<file path="config.mk">
export PLATFORM = sky130hd
export DESIGN_NAME = register_universal
export DESIGN_NICKNAME = d
export VERILOG_FILES = /design/src/rtl/register_universal.sv
export SDC_FILE = /design/constraint.sdc
export NUM_CORES = 1
export LEC_CHECK = 0
export BUFFER_PORTS_ARGS = -buffer_cell sky130_fd_sc_hd__buf_2
export CAP_MARGIN = 40
export CORE_AREA = 5 5 52 54
export DETAILED_ROUTE_END_ITERATION = 8
export DIE_AREA = 0 0 57 59
export PLACE_DENSITY = 0.78
export SETUP_SLACK_MARGIN = 0.3
export SLEW_MARGIN = 40
export SYNTH_ARGS = -nofsm -noshare
export SYNTH_HDL_FRONTEND = slang
export SYNTH_SLANG_ARGS = --single-unit
</file>
<file path="constraint.sdc">
create_clock -name i_clk -period 2.6 [get_ports i_clk]
set_clock_uncertainty 0.2 [all_clocks]
set_input_delay 0 -clock i_clk [delete_from_list [all_inputs] [get_ports i_clk]]
set_output_delay 0 -clock i_clk [all_outputs]
set_load 0.1 [all_outputs]
</file>
<file path="src/rtl/register_universal.sv">
// register_universal: WIDTH-bit register with synchronous clear, enable and a
// mode-selected operation (load, shift, rotate, increment, decrement).
// Provides a registered carry/shift-out flag and a combinational zero flag.
module register_universal #(
    parameter int                 WIDTH     = 8,
    parameter logic [WIDTH-1:0]   RESET_VAL = {WIDTH{1'b0}},
    parameter bit                 SATURATE  = 1'b0
) (
    input  logic             i_clk,
    input  logic             i_rst,
    input  logic             i_clear,
    input  logic             i_enable,
    input  logic [2:0]       i_mode,
    input  logic [WIDTH-1:0] i_data,
    input  logic             i_serial_in,
    output logic [WIDTH-1:0] out,
    output logic             o_carry,
    output logic             o_zero
);

    // Operation encodings for i_mode
    typedef enum logic [2:0] {
        MODE_HOLD  = 3'b000,
        MODE_LOAD  = 3'b001,
        MODE_SHL   = 3'b010,
        MODE_SHR   = 3'b011,
        MODE_ROL   = 3'b100,
        MODE_ROR   = 3'b101,
        MODE_INC   = 3'b110,
        MODE_DEC   = 3'b111
    } mode_e;

    localparam logic [WIDTH-1:0] ALL_ZERO = {WIDTH{1'b0}};
    localparam logic [WIDTH-1:0] ALL_ONES = {WIDTH{1'b1}};
    localparam logic [WIDTH-1:0] ONE      = {{(WIDTH-1){1'b0}}, 1'b1};

    logic [WIDTH-1:0] out_q;
    logic [WIDTH-1:0] out_d;
    logic             carry_q;
    logic             carry_d;

    // Next-state selection: clear beats enable; disabled or hold mode keeps state
    always_comb begin
        out_d   = out_q;
        carry_d = carry_q;
        if (i_clear) begin
            out_d   = ALL_ZERO;
            carry_d = 1'b0;
        end else if (i_enable) begin
            case (i_mode)
                MODE_HOLD: begin
                    out_d   = out_q;
                    carry_d = carry_q;
                end
                MODE_LOAD: begin
                    out_d   = i_data;
                    carry_d = 1'b0;
                end
                MODE_SHL: begin
                    out_d   = {out_q[WIDTH-2:0], i_serial_in};
                    carry_d = out_q[WIDTH-1];
                end
                MODE_SHR: begin
                    out_d   = {i_serial_in, out_q[WIDTH-1:1]};
                    carry_d = out_q[0];
                end
                MODE_ROL: begin
                    out_d   = {out_q[WIDTH-2:0], out_q[WIDTH-1]};
                    carry_d = out_q[WIDTH-1];
                end
                MODE_ROR: begin
                    out_d   = {out_q[0], out_q[WIDTH-1:1]};
                    carry_d = out_q[0];
                end
                MODE_INC: begin
                    // All-ones either wraps to zero or sticks, carry flags the event
                    if (out_q == ALL_ONES) begin
                        out_d   = SATURATE ? ALL_ONES : ALL_ZERO;
                        carry_d = 1'b1;
                    end else begin
                        out_d   = out_q + ONE;
                        carry_d = 1'b0;
                    end
                end
                MODE_DEC: begin
                    // Zero either wraps to all-ones or sticks, carry flags the borrow
                    if (out_q == ALL_ZERO) begin
                        out_d   = SATURATE ? ALL_ZERO : ALL_ONES;
                        carry_d = 1'b1;
                    end else begin
                        out_d   = out_q - ONE;
                        carry_d = 1'b0;
                    end
                end
                default: begin
                    // Unknown mode: propagate X so the problem is visible downstream
                    out_d   = {WIDTH{1'bx}};
                    carry_d = 1'bx;
                end
            endcase
        end else begin
            out_d   = out_q;
            carry_d = carry_q;
        end
    end

    // State register with asynchronous reset to RESET_VAL
    always_ff @(posedge i_clk or posedge i_rst) begin
        if (i_rst) begin
            out_q   <= RESET_VAL;
            carry_q <= 1'b0;
        end else begin
            out_q   <= out_d;
            carry_q <= carry_d;
        end
    end

    assign out     = out_q;
    assign o_carry = carry_q;
    assign o_zero  = (out_q == ALL_ZERO);

endmodule
</file>
==> results.rst <==
.. list-table::
   :header-rows: 1

   * - Metric
     - Value
   * - Post-DR wirelength/cell
     - 15.8 um
   * - Register-to-register setup slack
     - approximately 0.52 ns
   * - Clock network latency to the later pin of the worst-skew pair
     - between 0.2 and 0.3 ns
   * - Max capacitance violation total
     - 0
   * - Max Freq
     - about 470 MHz
   * - Port-buffer cells
     - 25
   * - FF-to-FF Start
     - out[0]
   * - Total core area
     - approximately 0.0022 mm^2
   * - Crit-path max cell delay
     - roughly 0.52 ns
   * - Time the final worst path needs with I/O delays and setup
     - about 2.1 ns
   * - Detailed-router iteration count before antenna repair
     - 4
   * - Count of endpoints failing hold in the final timing report
     - 0
   * - Chip height
     - between 50 and 60 um
   * - WS Path Type
     - flip-flop to primary output
   * - Class of the tightest hold or removal check
     - input pin to flip-flop
   * - Fraction of final layout cells sized beyond drive strength 1
     - approximately 25%
   * - Antenna violations before repair
     - 0
   * - Count of endpoints failing setup in the final report
     - 0
   * - Kind of start point of the critical path
     - flip-flop
   * - Fraction of the cycle the final worst path needs
     - between 80% and 90%
   * - Number of instances in the synthesized netlist
     - approximately 160
   * - Gate power share
     - around 51%
   * - Sequential area share after synthesis
     - between 10% and 20%
   * - Unrepaired setup endpoints after global routing
     - false
   * - Area growth from synthesis to final layout
     - 19.4%
   * - Clock-pin transition on the worst setup and hold timing paths
     - ~0.080 ns
   * - Area of the die
     - about 0.0034 mm^2
   * - GPL Wtd Cong
     - 0.910
   * - Count of unique library cells instantiated by Yosys
     - 49
   * - Vias in the first global route
     - ~1200
   * - WP data required
     - 2.40 ns
   * - Post-route setup slack
     - between 0.4 and 0.5 ns
   * - Placed cell area
     - around 0.0012 mm^2
   * - Clock Path Buffers
     - 2
   * - Post-detailed-route via-to-cell ratio
     - roughly 6.2
   * - Gate family responsible for the most delay along the worst path
     - flip-flops
   * - Worst relative slew slack
     - 56.5%
   * - Post-synth EDFFs
     - 0
   * - Critical path peak fanout
     - 9
   * - Placement Setup Slack
     - ~0.53 ns
   * - Flops & latches, synth
     - 9
   * - Outcome
     - finished, final reports clean
   * - Portion of total power attributed to the clock network
     - roughly a fifth
   * - Overflow left after global routing
     - 0
   * - Die X-Extent
     - 57 um
   * - Top FF cell, synth
     - sky130_fd_sc_hd__dfrtp_1
   * - Maximum vdd ir drop
     - about 0.31 mV
   * - Final layout net count
     - roughly 200
   * - Clock sinks
     - 9
   * - Number of gates on the worst path with buffers counted
     - 5
   * - Num CTS Buffers
     - 3
   * - Number of nets produced by synthesis
     - 180
   * - Std-Cell Rows
     - 17
   * - Async set or reset register ratio after synthesis
     - between 90% and 100%
   * - Sequence of cells on the critical path
     - inv_1 -> ha_1 -> nor3b_4 -> and3_4 -> clkbuf_4
   * - Crit path max-delay cell type
     - sky130_fd_sc_hd__dfrtp_4
   * - Internal power
     - ~0.00031 W
   * - Number of cell instances on the worst register-to-register path
     - 6
   * - FF-to-FF End
     - out[0]
   * - Post-detailed-route count of antenna-violating nets
     - 0
   * - Vias after detailed routing
     - 1308
   * - Power density over the cells
     - 458 mW/mm^2
   * - Post-route standard cell area excluding fillers
     - 0.00135 mm^2
   * - Cell at the root of the clock tree
     - sky130_fd_sc_hd__clkbuf_4
   * - Clock tree from TritonCTS
     - yes
   * - Post-CTS Setup Bufs
     - 0
   * - Global-route wire length before repair
     - around 5400 um
   * - Largest net degree at the start of global routing
     - 38
   * - Diodes inserted
     - 0
   * - Cell area after synthesis
     - around 0.0011 mm^2
   * - Net load switching power
     - 0.000306 W
   * - Worst endpoint data arrival time
     - between 1.5 and 2 ns
   * - Sequential power share
     - between 20 and 30%
   * - Worst setup startpoint
     - out[1]
   * - Slew Viols, Final
     - 0
   * - Sw Share
     - roughly half
   * - Synthesis warning total
     - 0
   * - CTS H-Tree Depth
     - 1
   * - Detailed-route DRC error count
     - 0
   * - Final routed wirelength across all metal layers
     - around 3300 um
   * - Global router's overall resource usage
     - 20.0%
   * - DRC marker count from the first detailed-route iteration
     - 57
   * - Worst path bufs/invs
     - 2
   * - Post-Route Setup TNS
     - 0 ns
   * - Initial Utilization
     - between 50% and 60%
   * - Half-perimeter wire length after placement
     - 2300 um
   * - Syn Area/Cell
     - 6.98 um^2
   * - Transition at the pin with the smallest max-transition slack
     - approximately 0.65 ns
   * - Endpoint type of the worst setup path
     - primary output
   * - Number of top-level pins
     - 26
   * - Critical path capture point
     - o_zero
   * - Static power due to leakage
     - 0.573 nW
==> cell usage after synthesis (4+ instances only) <==
cell                       number  area [um^2]
sky130_fd_sc_hd__nand2_1       22         82.6
sky130_fd_sc_hd__nor3_1         8         40.0
sky130_fd_sc_hd__mux2i_1        4         40.0
sky130_fd_sc_hd__nand3_1        6         30.0
sky130_fd_sc_hd__buf_2          5         25.0
sky130_fd_sc_hd__o31ai_1        4         30.0
sky130_fd_sc_hd__inv_1          7         26.3
sky130_fd_sc_hd__nor2_1        15         56.3
sky130_fd_sc_hd__a21oi_1        9         45.0
sky130_fd_sc_hd__dfrtp_1        9          225
sky130_fd_sc_hd__clkbuf_1       6         22.5
sky130_fd_sc_hd__xnor2_1        4         35.0
sky130_fd_sc_hd__o21ai_0        9         45.0
==> power by group through the flow <==
stage | logic (W) | registers [W] | clock network (W)
4_1_cts | 0.000310 | 0.000182 | 0.000121
6_report | 0.000313 | 0.000183 | 0.000122
3_3_place_gp | 0.000297 | 0.000184 | 0
5_1_grt | 0.000336 | 0.000186 | 0.000128
3_5_place_dp | 0.000300 | 0.000185 | 0
2_1_floorplan | 0.000193 | 0.000243 | 0
==> worst min-delay path by stage <==
stage               to  cells past startpoint  slack (ns)       from
2_1_floorplan  o_carry                      1       -0.37      i_rst
3_3_place_gp   o_carry                      2       -0.20      i_rst
3_5_place_dp   o_carry                      2       -0.20      i_rst
4_1_cts         out[7]                      5       0.006  i_data[7]
5_1_grt         out[1]                      5        0.04  i_data[1]
6_report        out[7]                      5       0.003  i_data[7]
==> state kept, by name (all words and copies together), names as in the netlist <==
register,cells
o_carry,1
out,8
==> cell usage in the layout, fill, tap and decap left out, types with 3 or more instances in the layout <==
| master | instances |
|---|---|
| sky130_fd_sc_hd__clkbuf_4 | 4 |
| sky130_fd_sc_hd__o21ai_0 | 9 |
| sky130_fd_sc_hd__inv_1 | 7 |
| sky130_fd_sc_hd__mux2i_1 | 4 |
| sky130_fd_sc_hd__nand3_1 | 6 |
| sky130_fd_sc_hd__o21a_1 | 3 |
| sky130_fd_sc_hd__o311ai_0 | 3 |
| sky130_fd_sc_hd__o31ai_1 | 4 |
| sky130_fd_sc_hd__nand2_1 | 22 |
| sky130_fd_sc_hd__dlygate4sd3_1 | 8 |
| sky130_fd_sc_hd__a211oi_1 | 3 |
| sky130_fd_sc_hd__nor3_1 | 7 |
| sky130_fd_sc_hd__xnor2_1 | 4 |
| sky130_fd_sc_hd__o211ai_1 | 3 |
| sky130_fd_sc_hd__nor2_1 | 15 |
| sky130_fd_sc_hd__dfrtp_2 | 6 |
| sky130_fd_sc_hd__buf_2 | 24 |
| sky130_fd_sc_hd__a21oi_1 | 9 |
==> worst register-to-register path, stage by stage (launching register included) <==
cell and delay (ns):
sky130_fd_sc_hd__dfrtp_4 0.53, sky130_fd_sc_hd__ha_1 0.26, sky130_fd_sc_hd__nand3_1 0.14, sky130_fd_sc_hd__nor2_1 0.11
sky130_fd_sc_hd__a311o_2 0.37, sky130_fd_sc_hd__a311oi_1 0.28, sky130_fd_sc_hd__a21o_2 0.13
==> logic make-up (layout without fill, tap and decap cells) <==
group	Yosys count	in the layout	synth area share, %
compound gates	51	51	31.4
simple gates	68	68	29.2
flops	9	9	19.9
buf+inv	23	44	9.85
xor+xnor	5	5	3.87
mux	4	4	3.54
fa+ha+maj	2	2	2.21
==> stage by stage <==
stage                     utilization, %  instances  power, W  hold WS [ns]
after floorplan                        -        162  0.000437        -0.372
after global placement              57.2        199  0.000481        -0.198
after detailed placement            57.2        199  0.000485        -0.196
after CTS                           62.1        211  0.000613       0.00600
after global routing                62.2        211  0.000651        0.0363
final                               62.2        211  0.000618       0.00260
==> what timing repair did <==
item                                    4_1_cts  5_1_grt
gates resized for setup                       0        1
hold buffers                                  8        0
endpoints found under the setup margin        0        1
hold endpoints to repair                     17        0
==> final cells by class <==
class	instances	area [um^2]
Clock buffer	4	26.3
Fill cell	206	820
Inverter	7	26.3
Multi-Input combinational cell	130	815
Sequential cell	9	240
Tap cell	28	35.0
Timing Repair Buffer	33	208
==> metal layers <==
metal / global-route usage (%) / vias up / share of wire (%)
li1: - / 642 / -
met2: 33.6 / 73 / 47
met1: 26.4 / 589 / 42
met5: 0 / - / 0
met4: 8.61 / 0 / 0.96
met3: 1.31 / 4 / 9.5
Note: power is estimated with default switching activity, not from simulation.
